`src/rtl/tx_sequence_generator_pkg.sv`:
```
// tx_pkg: shared sequence constants, G2 seed table and FSM state encoding
package tx_pkg;
  localparam int N_CHIPS = 1023;
  localparam int SAMPLES_PER_CHIP = 16;
  localparam int N_SAMPLES = N_CHIPS * SAMPLES_PER_CHIP;
  // bit i is LFSR stage i+1; all entries nonzero so G2 never locks up
  localparam logic [9:0] GOLD_SEED [16] = '{
    10'h3A5, 10'h1C7, 10'h2F0, 10'h0B3, 10'h36E, 10'h15D, 10'h289, 10'h07A,
    10'h3C1, 10'h114, 10'h2D6, 10'h0E9, 10'h1F2, 10'h34B, 10'h0C5, 10'h26F
  };
  typedef enum logic [1:0] {IDLE, ARM, SEND, DONE} state_e;
endpackage

```
`src/rtl/tx_gold_code_gen.sv`:
```
// tx_gold_code_gen: G1/G2 Fibonacci LFSR pair producing one Gold-code chip
module tx_gold_code_gen (
  input  logic       clk,
  input  logic       rst,
  input  logic       load,
  input  logic [9:0] seed,
  input  logic       advance,
  output logic       chip
);
  logic [9:0] g1_q, g2_q;
  logic       fb1, fb2;
  assign fb1  = g1_q[2] ^ g1_q[9];
  assign fb2  = g2_q[1] ^ g2_q[2] ^ g2_q[5] ^ g2_q[7] ^ g2_q[8] ^ g2_q[9];
  assign chip = g1_q[9] ^ g2_q[9];
  always_ff @(posedge clk) begin
    if (rst) begin
      g1_q <= '1;
      g2_q <= '1;
    end else if (load) begin
      g1_q <= '1;
      g2_q <= seed;
    end else if (advance) begin
      g1_q <= {g1_q[8:0], fb1};
      g2_q <= {g2_q[8:0], fb2};
    end
  end
endmodule

```
`src/rtl/tx_sequence_generator.sv`:
```
// tx_sequence_generator: start-triggered BPSK Gold-code sample stream with tx timestamp
module tx_sequence_generator
  import tx_pkg::*;
#(
  parameter logic signed [15:0] AMP = 16'sd8192
) (
  input  logic               ctx_clk,
  input  logic               rtx_rst,
  input  logic               etx_en,
  input  logic [31:0]        icurrent_time,
  input  logic               inew_sample_trigger,
  input  logic               istart,
  input  logic [3:0]         iseq_select,
  output logic signed [15:0] o_sample,
  output logic               o_sample_valid,
  output logic               o_busy,
  output logic               o_done,
  output logic [3:0]         o_seq,
  output logic [31:0]        o_tx_time
);
  state_e             state_q;
  logic [13:0]        s_q;
  logic signed [15:0] sample_q, sample_d, carrier;
  logic               valid_q, busy_q, done_q, chip, active, last, clr;
  logic [3:0]         seq_q;
  logic [31:0]        tx_time_q;
  assign clr     = rtx_rst || !etx_en;
  assign active  = (state_q == ARM || state_q == SEND) && inew_sample_trigger;
  assign last    = s_q == 14'(N_SAMPLES - 1);
  assign carrier = s_q[0] ? (s_q[1] ? -AMP : AMP) : 16'sd0;
  assign sample_d = chip ? carrier : -carrier;
  tx_gold_code_gen u_gold (
    .clk     (ctx_clk),
    .rst     (clr),
    .load    (state_q == IDLE && istart),
    .seed    (GOLD_SEED[iseq_select]),
    .advance (active && s_q[3:0] == 4'(SAMPLES_PER_CHIP - 1)),
    .chip    (chip)
  );
  always_ff @(posedge ctx_clk) begin
    if (clr) begin
      state_q   <= IDLE;
      s_q       <= '0;
      sample_q  <= '0;
      valid_q   <= 1'b0;
      busy_q    <= 1'b0;
      done_q    <= 1'b0;
      seq_q     <= '0;
      tx_time_q <= '0;
    end else begin
      valid_q <= 1'b0;
      done_q  <= 1'b0;
      case (state_q)
        IDLE: if (istart) begin
          seq_q   <= iseq_select;
          s_q     <= '0;
          busy_q  <= 1'b1;
          state_q <= ARM;
        end
        ARM, SEND: if (inew_sample_trigger) begin
          sample_q <= sample_d;
          valid_q  <= 1'b1;
          s_q      <= last ? s_q : s_q + 14'd1;
          if (state_q == ARM) tx_time_q <= icurrent_time;
          state_q  <= last ? DONE : SEND;
        end
        default: begin
          done_q   <= 1'b1;
          busy_q   <= 1'b0;
          sample_q <= '0;
          state_q  <= IDLE;
        end
      endcase
    end
  end
  assign o_sample       = sample_q;
  assign o_sample_valid = valid_q;
  assign o_busy         = busy_q;
  assign o_done         = done_q;
  assign o_seq          = seq_q;
  assign o_tx_time      = tx_time_q;
endmodule
```
`config.mk`:
```
export PLATFORM = sky130hd
export DESIGN_NAME = tx_sequence_generator
export DESIGN_NICKNAME = d
export VERILOG_FILES = /design/src/rtl/tx_sequence_generator_pkg.sv /design/src/rtl/tx_gold_code_gen.sv /design/src/rtl/tx_sequence_generator.sv
export SDC_FILE = /design/constraint.sdc
export NUM_CORES = 1
export LEC_CHECK = 0
export ABC_CLOCK_PERIOD_IN_PS = 4340
export CORE_MARGIN = 5
export CORE_UTILIZATION = 30
export CTS_CLUSTER_DIAMETER = 200
export DETAILED_ROUTE_END_ITERATION = 12
export PLACE_DENSITY = 0.56
export SKIP_CTS_REPAIR_TIMING = 1
export SYNTH_ARGS = -nofsm -noshare
export SYNTH_HDL_FRONTEND = slang
export SYNTH_SLANG_ARGS = --single-unit
```
`constraint.sdc`:
```
create_clock -name ctx_clk -period 4.34 [get_ports ctx_clk]
set_input_delay 0.651 -clock ctx_clk [delete_from_list [all_inputs] [get_ports ctx_clk]]
set_output_delay 0.651 -clock ctx_clk [all_outputs]
set_load 0.01 [all_outputs]
```
==> summary.txt, run 1 <==
Setup path
  • Worst Setup Start Kind: primary input
  • Required @ worst endpoint: 4560 ps
  • Reg-to-Reg End: u_gold.g2_q[1]
  • Worst R2R Path Depth: 6
  • R2r setup slk: 1930 ps
  • RR Startpoint: state_q[0]
  • Crit. End Element: flip-flop
  • Setup CP Type: in2reg
  • CP max FO: 20
  • WP data arrival: 2730 ps

STA
  • TNS Setup: 0 ps
  • Part of the cycle the worst path needs: 0.5795
  • Fin. max-slew vios: 0
  • Setup violators final: 0
  • RSZ-0062 raised after global routing: false
  • Max Clock Freq: 397.6 MHz
  • WHS: 450.8 ps
  • Fin crit period: 2515 ps
  • Final Hold Vio Count: 0
  • Relative max-transition margin: 0.2404
  • Final Skew: 7.735 ps
  • Actual slew at the worst max-slew pin: 1137 ps

Route
  • DRT iter0 DRCs: 200
  • Vias after detailed routing: 3164
  • DR WL/cell: 13.62 um
  • WL final: 9.059 mm
  • Pre-antenna DRT Iters: 4
  • Drt via density: 4.758
  • DRT antenna net count: 0
  • # DRC: 0

Global route
  • Vias in the first global route: 2983
  • All-Layer GR Usage: 0.1260
  • Pin count of the biggest net entering global routing: 45
  • Met2 GRT Util: 0.1871
  • First-pass GRT wire length: 14.81 mm
  • Remaining Overflow, GRT: 0
  • GRT busiest layer: met2
  • Met3 Use GR: 0.03561
  • Initial antenna violation count: 0
  • Met1 Use GR: 0.1653

Power
  • P_leak: 1.691 nW
  • PwrDens: 354.1 nW/um2
  • VDD IR-drop max: 0.1369 mV
  • Final total power: 0.001685 W

Finish
  • Seq. cell area: 1541 um2
  • P&R area growth vs syn: 32.37%
  • Share of cells above drive strength 1: 0.05598
  • Fin area: 4758 um2
  • Diode count: 0
  • Area of the multi-input gates: 1839 um2
  • Nets: 567
  • Final Core Density: 0.4012
  • Layout fillers: 1205

Floorplanning
  • I/O pin count: 96
  • Die width: 119.5 um
  • Die Area: 14270 um2
  • Die Ht: 119.5 um
  • Rows: 40
  • Total core area: 11860 um2
  • Starting Density: 0.3031

Clock tree
  • Clock sink total: 77
  • Clk_lat worst skew: 340 ps
  • H-tree Lvls: 3
  • Num CTS Buffers: 9
  • Clock buffer depth: 2
  • CTS clock-pin slew for the worst setup and hold paths: 60 ps
  • CTS tree: yes
  • Root Driver: clkbuf_16

Place
  • GP Congestion: 0.7807
  • HPWL Detailed: 6.307 mm
  • Placed Area: 4446 um2
  • IO Port Bufs: 82

Synthesis
  • Post-Synth XOR/XNOR Area: 0.02088
  • Synth Instances: 450
  • Area share of fa/ha/maj cells after synthesis: 0.03829
  • Compound-Gate Fraction of Synth Area: 0.1883
  • Number of synthesized register bits: 77
  • Post-synthesis simple-gate area fraction: 0.2332
  • Async S/R FF share, synth: 0
  • Post-synth EDFFs: 0
  • Largest family of logic cells by synthesized area: simple AND/OR/NAND/NOR gates
  • Avg Inst Size Synth: 7.988 um2
  • Synth unique cells: 45
  • Post-synth top flop: dfxtp_1
  • Sequential share of the synthesized area: 0.4288
  • Netlist Area Pre-Place: 3595 um2
  • Yosys Warn Count: 0
  • Mux cell area share after synthesis: 0.01740

Run status
  • Status: finished, final reports clean

Hold path
  • Hold path cells: 2
  • Hold path start: o_tx_time[6]
  • WHS Endpoint: o_tx_time[6]
  • Hold Crit Class: reg2reg

Run
  • Max_cap viols: 0
-- cell usage in the layout (no fill, tap or decap), types with 5 or more instances in the layout --
cell type and n:
a211oi_1 6, a21oi_1 63, a31o_2 6, and2_1 5, and3_1 5, clkbuf_16 9
clkdlybuf4s50_1 82, conb_1 13, dfxtp_1 77, ha_1 11, inv_1 10, nand2_1 105
nand2b_1 6, nand3_1 14, nor2_1 14, o21ai_0 23, or3_1 6, or4_1 6
xnor2_1 6
-- per-layer routing --
metal  part of all wire  routed length, um
met1               0.48               4322
met4              0.028                250
met3              0.052                470
met2               0.44               4015
met5                  0                  0
-- sequential cells by signal, summed over array words and instances, names as in the netlist --
register,count
u_gold.g1_q,10
state_q,2
s_q,14
u_gold.g2_q,10
o_sample_valid,1
o_done,1
o_sample,2
o_tx_time,32
o_seq,4
o_busy,1
-- area by class of cell --
| class | instances | share of cell area |
|---|---|---|
| Clock buffer | 10 | 0.05022 |
| Sequential cell | 77 | 0.3240 |
| Inverter | 10 | 0.007889 |
| Clock inverter | 4 | 0.01551 |
| Multi-Input combinational cell | 332 | 0.3865 |
| Tap cell | 147 | 0.03865 |
| Timing Repair Buffer | 85 | 0.1772 |
-- worst max-delay path by stage --
stage                         from        endpoint  slack, ps  cells after the start
2_1_floorplan           state_q[0]         s_q[12]       2320                      7
4_1_cts        inew_sample_trigger  u_gold.g2_q[1]       1830                      5
3_3_place_gp   inew_sample_trigger   o_tx_time[25]       1600                      4
3_5_place_dp   inew_sample_trigger  u_gold.g2_q[7]       1520                      5
5_1_grt        inew_sample_trigger  u_gold.g2_q[1]       1640                      5
6_report       inew_sample_trigger  u_gold.g2_q[1]       1820                      5
-- where the power goes --
part	total (W)	switching [W]	internal, W
Combinational	0.000165	0.0000881	0.0000771
Sequential	0.000724	0.00000644	0.000717
Clock	0.000796	0.000284	0.000512
-- stage by stage --
stage	worst slack, ps	instances
3_3_place_gp	1599	651
3_5_place_dp	1523	651
2_1_floorplan	2317	462
4_1_cts	1825	665
6_report	1825	665
5_1_grt	1635	665
-- critical path, stage by stage --
cell             delay (ps)
clkdlybuf4s50_1         730
and2_1                  380
nand2_1                 450
a211oi_1                400
o21ai_0                 110
-- Yosys cell counts (6+ instances only) --
cell type    n  area (um2)
or4_1        6       45.04
a21oi_1     63       315.3
nand3_1     14       70.07
nor2_1      14       52.55
clkbuf_1    20       75.07
dfxtp_1     77        1541
buf_2        6       30.03
or3_1        6       37.54
nand2_1    105       394.1
xnor2_1      6       52.55
buf_4       14       105.1
o21ai_0     23       115.1
inv_1       10       37.54
nand2b_1     6       37.54
a211oi_1     6       45.04
ha_1        11       137.6
a31o_2       6       52.55
-- cell families (layout without fill, tap and decap cells) --
family                     Yosys count  in the layout
AOI/OAI and AO/OA                  117            117
xor gates and xnor gates             7              7
adders and majority gates           11             11
buffers and inverters               53            109
DFF                                 77             77
muxes                                5              5
other                                1             13
and+or+nand+nor                    179            179
No activity file was read; power rests on OpenSTA's default activity.
==> run 2, diff against run 1 <==
ABC_CLOCK_PERIOD_IN_PS = 2600   (was 4340)
clock period = 2.6 ns   (was 4.34 ns; I/O delays follow)
==> summary.txt, run 2 (same netlist as run 1, synthesis figures left out) <==
Clock tree
  • Num CTS Buffers: 9 (unchanged)
  • Clk_lat worst skew: 340 ps (about the same)
  • Root Driver: clkbuf_16 (unchanged)
  • CTS clock-pin slew for the worst setup and hold paths: 60 ps (about the same)
  • Clock buffer depth: 2 (unchanged)
  • CTS tree: yes (unchanged)
  • H-tree Lvls: 3 (unchanged)
  • Clock sink total: 77 (unchanged)

Global route
  • Initial antenna violation count: 0 (unchanged)
  • All-Layer GR Usage: 0.1252 (was 0.1260)
  • Pin count of the biggest net entering global routing: 41 (was 45)
  • First-pass GRT wire length: 14.87 mm (was 14.81 mm)
  • Vias in the first global route: 2983 (unchanged)
  • Remaining Overflow, GRT: 0 (unchanged)

Floorplanning
  • Starting Density: 0.3031 (unchanged)
  • Total core area: 11860 um2 (unchanged)
  • Die Ht: 119.5 um (unchanged)
  • Die Area: 14270 um2 (unchanged)
  • Die width: 119.5 um (unchanged)
  • Rows: 40 (unchanged)
  • I/O pin count: 96 (unchanged)

STA
  • Final Hold Vio Count: 0 (unchanged)
  • Relative max-transition margin: 0.5647 (was 0.2404)
  • Part of the cycle the worst path needs: 0.8461
  • Max Clock Freq: 454.6 MHz
  • Final Skew: 8.481 ps (was 7.735 ps)
  • Fin crit period: 2200 ps
  • TNS Setup: 0 ps (unchanged)
  • Final worst setup slack: 400.2 ps (was 1825 ps)
  • RSZ-0062 raised after global routing: false (unchanged)
  • Fin. max-slew vios: 0 (unchanged)
  • Setup violators final: 0 (unchanged)
  • Actual slew at the worst max-slew pin: 650.5 ps (was 1137 ps)

Finish
  • P&R area growth vs syn: 33.38% (was 32.37%)
  • Share of cells above drive strength 1: 0.07736 (was 0.05598)
  • Commonest non-fill, non-tap cells in the layout: nand2_1, clkdlybuf4s50_1, dfxtp_1, a21oi_1, o21ai_0 (unchanged)
  • Most common cell after layout, fill and taps aside: nand2_1 (unchanged)
  • Diode count: 0 (unchanged)
  • Max reg flops: 32 (unchanged)
  • Nets: 578 (was 567)

Setup path
  • CP max FO: 8 (was 20)
  • Slowest CP cell: or4_1 (was clkdlybuf4s50_1)
  • Setup CP Type: reg2reg (was in2reg)
  • WP data arrival: 2460 ps (was 2730 ps)
  • Worst Setup Start Kind: flip-flop (was primary input)
  • Cell breakdown of the critical path: inv_1 > ha_1 > nor2b_1 > or4_1 > or3_1 > a21oi_1 (was clkdlybuf4s50_1 > and2_1 > nand2_1 > a211oi_1 > o21ai_0)
  • Worst path max stage delay: 640 ps (was 730 ps)
  • Required @ worst endpoint: 2860 ps (was 4560 ps)
  • Worst R2R Path Depth: 6 (unchanged)
  • Crit. End Element: flip-flop (unchanged)

Route
  • Drt via density: 4.821 (was 4.758)
  • Metal-1 WL: 4.181 mm (was 4.322 mm)
  • DR WL/cell: 13.41 um (was 13.62 um)
  • DRT iter0 DRCs: 137 (was 200)
  • # DRC: 0 (unchanged)
  • DR WL met3: 517 um (was 470 um)
  • Wire length on met2: 4.216 mm (was 4.015 mm)
  • Top sig layer: met4 (unchanged)
  • DRT antenna net count: 0 (unchanged)
  • WL final: 9.079 mm (was 9.059 mm)
  • Pre-antenna DRT Iters: 5 (was 4)
  • Vias after detailed routing: 3264 (was 3164)

Power
  • PwrDens: 543.1 nW/um2 (was 354.1 nW/um2)
  • VDD IR-drop max: 0.2314 mV (was 0.1369 mV)
  • P_leak: 1.726 nW (was 1.691 nW)

Place
  • Pre-CTS setup slack: 251.8 ps (was 1523 ps)
  • IO Port Bufs: 82 (unchanged)
  • GP Congestion: 0.8085 (was 0.7807)
  • HPWL Detailed: 6.559 mm (was 6.307 mm)

Run
  • Max_cap viols: 0 (unchanged)

Hold path
  • Hold Crit Class: reg2reg (unchanged)
  • Hold path cells: 2 (unchanged)

Run status
  • Status: finished, final reports clean (unchanged)
-- run 2: layout make-up --
class                      count  area [um2]
tap                          147       183.9
timing repair buffer          96       925.9
clock buffer                   9       225.2
fill                        1196        7067
inverter                      10       37.54
multi-input combinational    332        1839
clock inverter                 6       41.29
sequential                    77        1541
-- run 2: layer usage --
layer,vias to the layer above,GRT usage
li1,1673,-
met1,1502,0.1650
met2,78,0.1974
met3,11,0.02754
met4,0,0.05369
met5,-,0
-- run 2: final timing paths --
check                             startpoint            to  slack, ps
worst max-delay path              state_q[0]       s_q[10]        400
worst min-delay path            o_tx_time[4]  o_tx_time[4]        450
worst max register to register    state_q[0]       s_q[10]        400
worst min register to register  o_tx_time[4]  o_tx_time[4]        450
-- run 2: report_power, final --
part	internal (W)	switching, W	leakage (nW)
logic	0.000137	0.000147	0.968
clock network	0.000639	0.000473	0.135
registers	0.00120	0.0000110	0.623
-- run 2: critical path: cells and delay by family, from the launching register on --
family / cells / cell delay, ps
buffers and inverters: 1 / 70
adders and majority gates: 1 / 320
AOI/OAI and AO/OA: 1 / 150
DFF: 1 / 400
and+or+nand+nor: 3 / 1190
-- run 2: metrics by stage --
| step | utilization | hold slack [ps] | cells | power, W | area [um2] |
|---|---|---|---|---|---|
| 2_1_floorplan | - | 440.4 | 462 | 0.001406 | 3640 |
| 3_3_place_gp | 0.3818 | 441.5 | 662 | 0.001515 | 4528 |
| 3_5_place_dp | 0.3818 | 446.5 | 662 | 0.001518 | 4528 |
| 4_1_cts | 0.4042 | 455.5 | 677 | 0.002646 | 4795 |
| 5_1_grt | 0.4042 | 469.9 | 677 | 0.002729 | 4795 |
| 6_report | 0.4042 | 451.7 | 677 | 0.002604 | 4795 |
==> run 3, diff against run 2 <==
ABC_CLOCK_PERIOD_IN_PS = 2100   (was 2600)
clock period = 2.1 ns   (was 2.6 ns; I/O delays follow)
==> summary.txt, run 3 (same netlist as run 1, synthesis figures left out) <==
Run status
  • Status: finished, final reports clean (unchanged)

Finish
  • Share of cells above drive strength 1: 0.1159 (was 0.07736)
  • Commonest non-fill, non-tap cells in the layout: nand2_1, clkdlybuf4s50_1, dfxtp_1, a21oi_1, buf_4 (was nand2_1, clkdlybuf4s50_1, dfxtp_1, a21oi_1, o21ai_0)
  • P&R area growth vs syn: 39.58% (was 33.38%)
  • Most common cell after layout, fill and taps aside: nand2_1 (unchanged)
  • Max reg flops: 32 (unchanged)
  • Fin area: 5017 um2 (was 4795 um2)
  • Diode count: 0 (unchanged)
  • Nets: 599 (was 578)
  • Fin cells: 699 (was 677)

Clock tree
  • CTS clock-pin slew for the worst setup and hold paths: 60 ps (about the same)
  • Clock sink total: 77 (unchanged)
  • H-tree Lvls: 3 (unchanged)
  • Num CTS Buffers: 9 (unchanged)
  • Clock buffer depth: 2 (unchanged)
  • Clk_lat worst skew: 340 ps (about the same)
  • CTS tree: yes (unchanged)
  • Root Driver: clkbuf_16 (unchanged)

Setup path
  • CP max FO: 10 (was 8)
  • RR Startpoint: state_q[1] (was state_q[0])
  • CP startpoint: state_q[1] (was state_q[0])
  • Crit. End Element: flip-flop (unchanged)
  • Required @ worst endpoint: 2370 ps (was 2860 ps)
  • R2r setup slk: 130 ps (was 400 ps)
  • Worst Setup Start Kind: flip-flop (unchanged)
  • Setup CP Type: reg2reg (unchanged)
  • WP data arrival: 2240 ps (was 2460 ps)

Route
  • DRT iter0 DRCs: 164 (was 137)
  • Vias after detailed routing: 3329 (was 3264)
  • DRT antenna net count: 0 (unchanged)
  • Pre-antenna DRT Iters: 6 (was 5)
  • # DRC: 0 (unchanged)
  • Drt via density: 4.763 (was 4.821)
  • WL final: 9.293 mm (was 9.079 mm)
  • DR WL/cell: 13.29 um (was 13.41 um)

STA
  • Max Clock Freq: 507.5 MHz (was 454.6 MHz)
  • Final Hold Vio Count: 0 (unchanged)
  • Fin crit period: 1971 ps (was 2200 ps)
  • Fin. max-slew vios: 0 (unchanged)
  • Actual slew at the worst max-slew pin: 546.9 ps (was 650.5 ps)
  • Part of the cycle the worst path needs: 0.9384 (was 0.8461)
  • WHS: 452.2 ps (was 451.7 ps)
  • Setup violators final: 0 (unchanged)
  • RSZ-0062 raised after global routing: false (unchanged)
  • Relative max-transition margin: 0.6342 (was 0.5647)
  • Final Skew: 8.992 ps (was 8.481 ps)

Power
  • PwrDens: 691.5 nW/um2 (was 543.1 nW/um2)
  • VDD IR-drop max: 0.3012 mV (was 0.2314 mV)
  • P_leak: 1.833 nW (was 1.726 nW)

Floorplanning
  • Total core area: 11860 um2 (unchanged)
  • Rows: 40 (unchanged)
  • Die width: 119.5 um (unchanged)
  • Starting Density: 0.3031 (unchanged)
  • Die Ht: 119.5 um (unchanged)
  • Die Area: 14270 um2 (unchanged)
  • I/O pin count: 96 (unchanged)

Global route
  • Pin count of the biggest net entering global routing: 33 (was 41)
  • Vias in the first global route: 3082 (was 2983)
  • Remaining Overflow, GRT: 0 (unchanged)
  • First-pass GRT wire length: 15.30 mm (was 14.87 mm)
  • All-Layer GR Usage: 0.1301 (was 0.1252)
  • Initial antenna violation count: 0 (unchanged)

Place
  • Placed Area: 4698 um2 (was 4528 um2)
  • GP Congestion: 0.8116 (was 0.8085)
  • HPWL Detailed: 6.733 mm (was 6.559 mm)
  • Cell Count Post-Placement: 683 (was 662)
  • IO Port Bufs: 82 (unchanged)

Hold path
  • Hold Crit Class: reg2reg (unchanged)
  • Hold path start: o_tx_time[24] (was o_tx_time[4])

Run
  • Max_cap viols: 0 (unchanged)
run 3: area by class of cell:
type / instances / area, um2
flip-flops and latches: 77 / 1541
clock inverters: 6 / 67.56
well taps: 147 / 183.9
multi-input cells: 332 / 1852
clock buffers: 10 / 239.0
repair buffers: 117 / 1096
inverters: 10 / 37.54
fillers: 1203 / 6844
run 3: where the power goes:
part	leakage, nW	internal (W)	switching [W]
Clock	0.145	0.000959	0.000627
Sequential	0.623	0.00148	0.0000125
Combinational	1.07	0.000198	0.000192
Total	1.83	0.00264	0.000831
run 3: per-layer routing:
metal,track usage,vias up,part of all wire
li1,-,1713,-
met4,0.05082,0,0.017
met5,0,-,0
met1,0.1752,1529,0.48
met2,0.1970,76,0.45
met3,0.03609,11,0.048
run 3: worst max-delay path, cell delays in order, from the launching register on:
cell,delay [ps]
dfxtp_1,330
inv_1,60
ha_1,320
buf_4,180
nand2b_1,170
nand4_4,170
or4_1,530
a21oi_1,150
run 3: per-stage QoR:
stage / total power, W / worst slack [ps] / TNS [ps] / utilization
finish: 0.003469 / 129.5 / 0 / 0.4230
global route: 0.003628 / 11.73 / 0 / 0.4230
CTS: 0.003516 / -7.041 / -7.041 / 0.4219
detailed placement: 0.001915 / -56.32 / -131.3 / 0.3961
global placement: 0.001912 / -0.9766 / -0.9766 / 0.3961
floorplan: 0.001741 / 77.47 / 0 / -
run 3: path summary, 6_finish.rpt:
path,to,depth (start not counted)
max,s_q[9],7
min,o_tx_time[24],2
max reg2reg,s_q[9],7
min reg2reg,o_tx_time[24],2
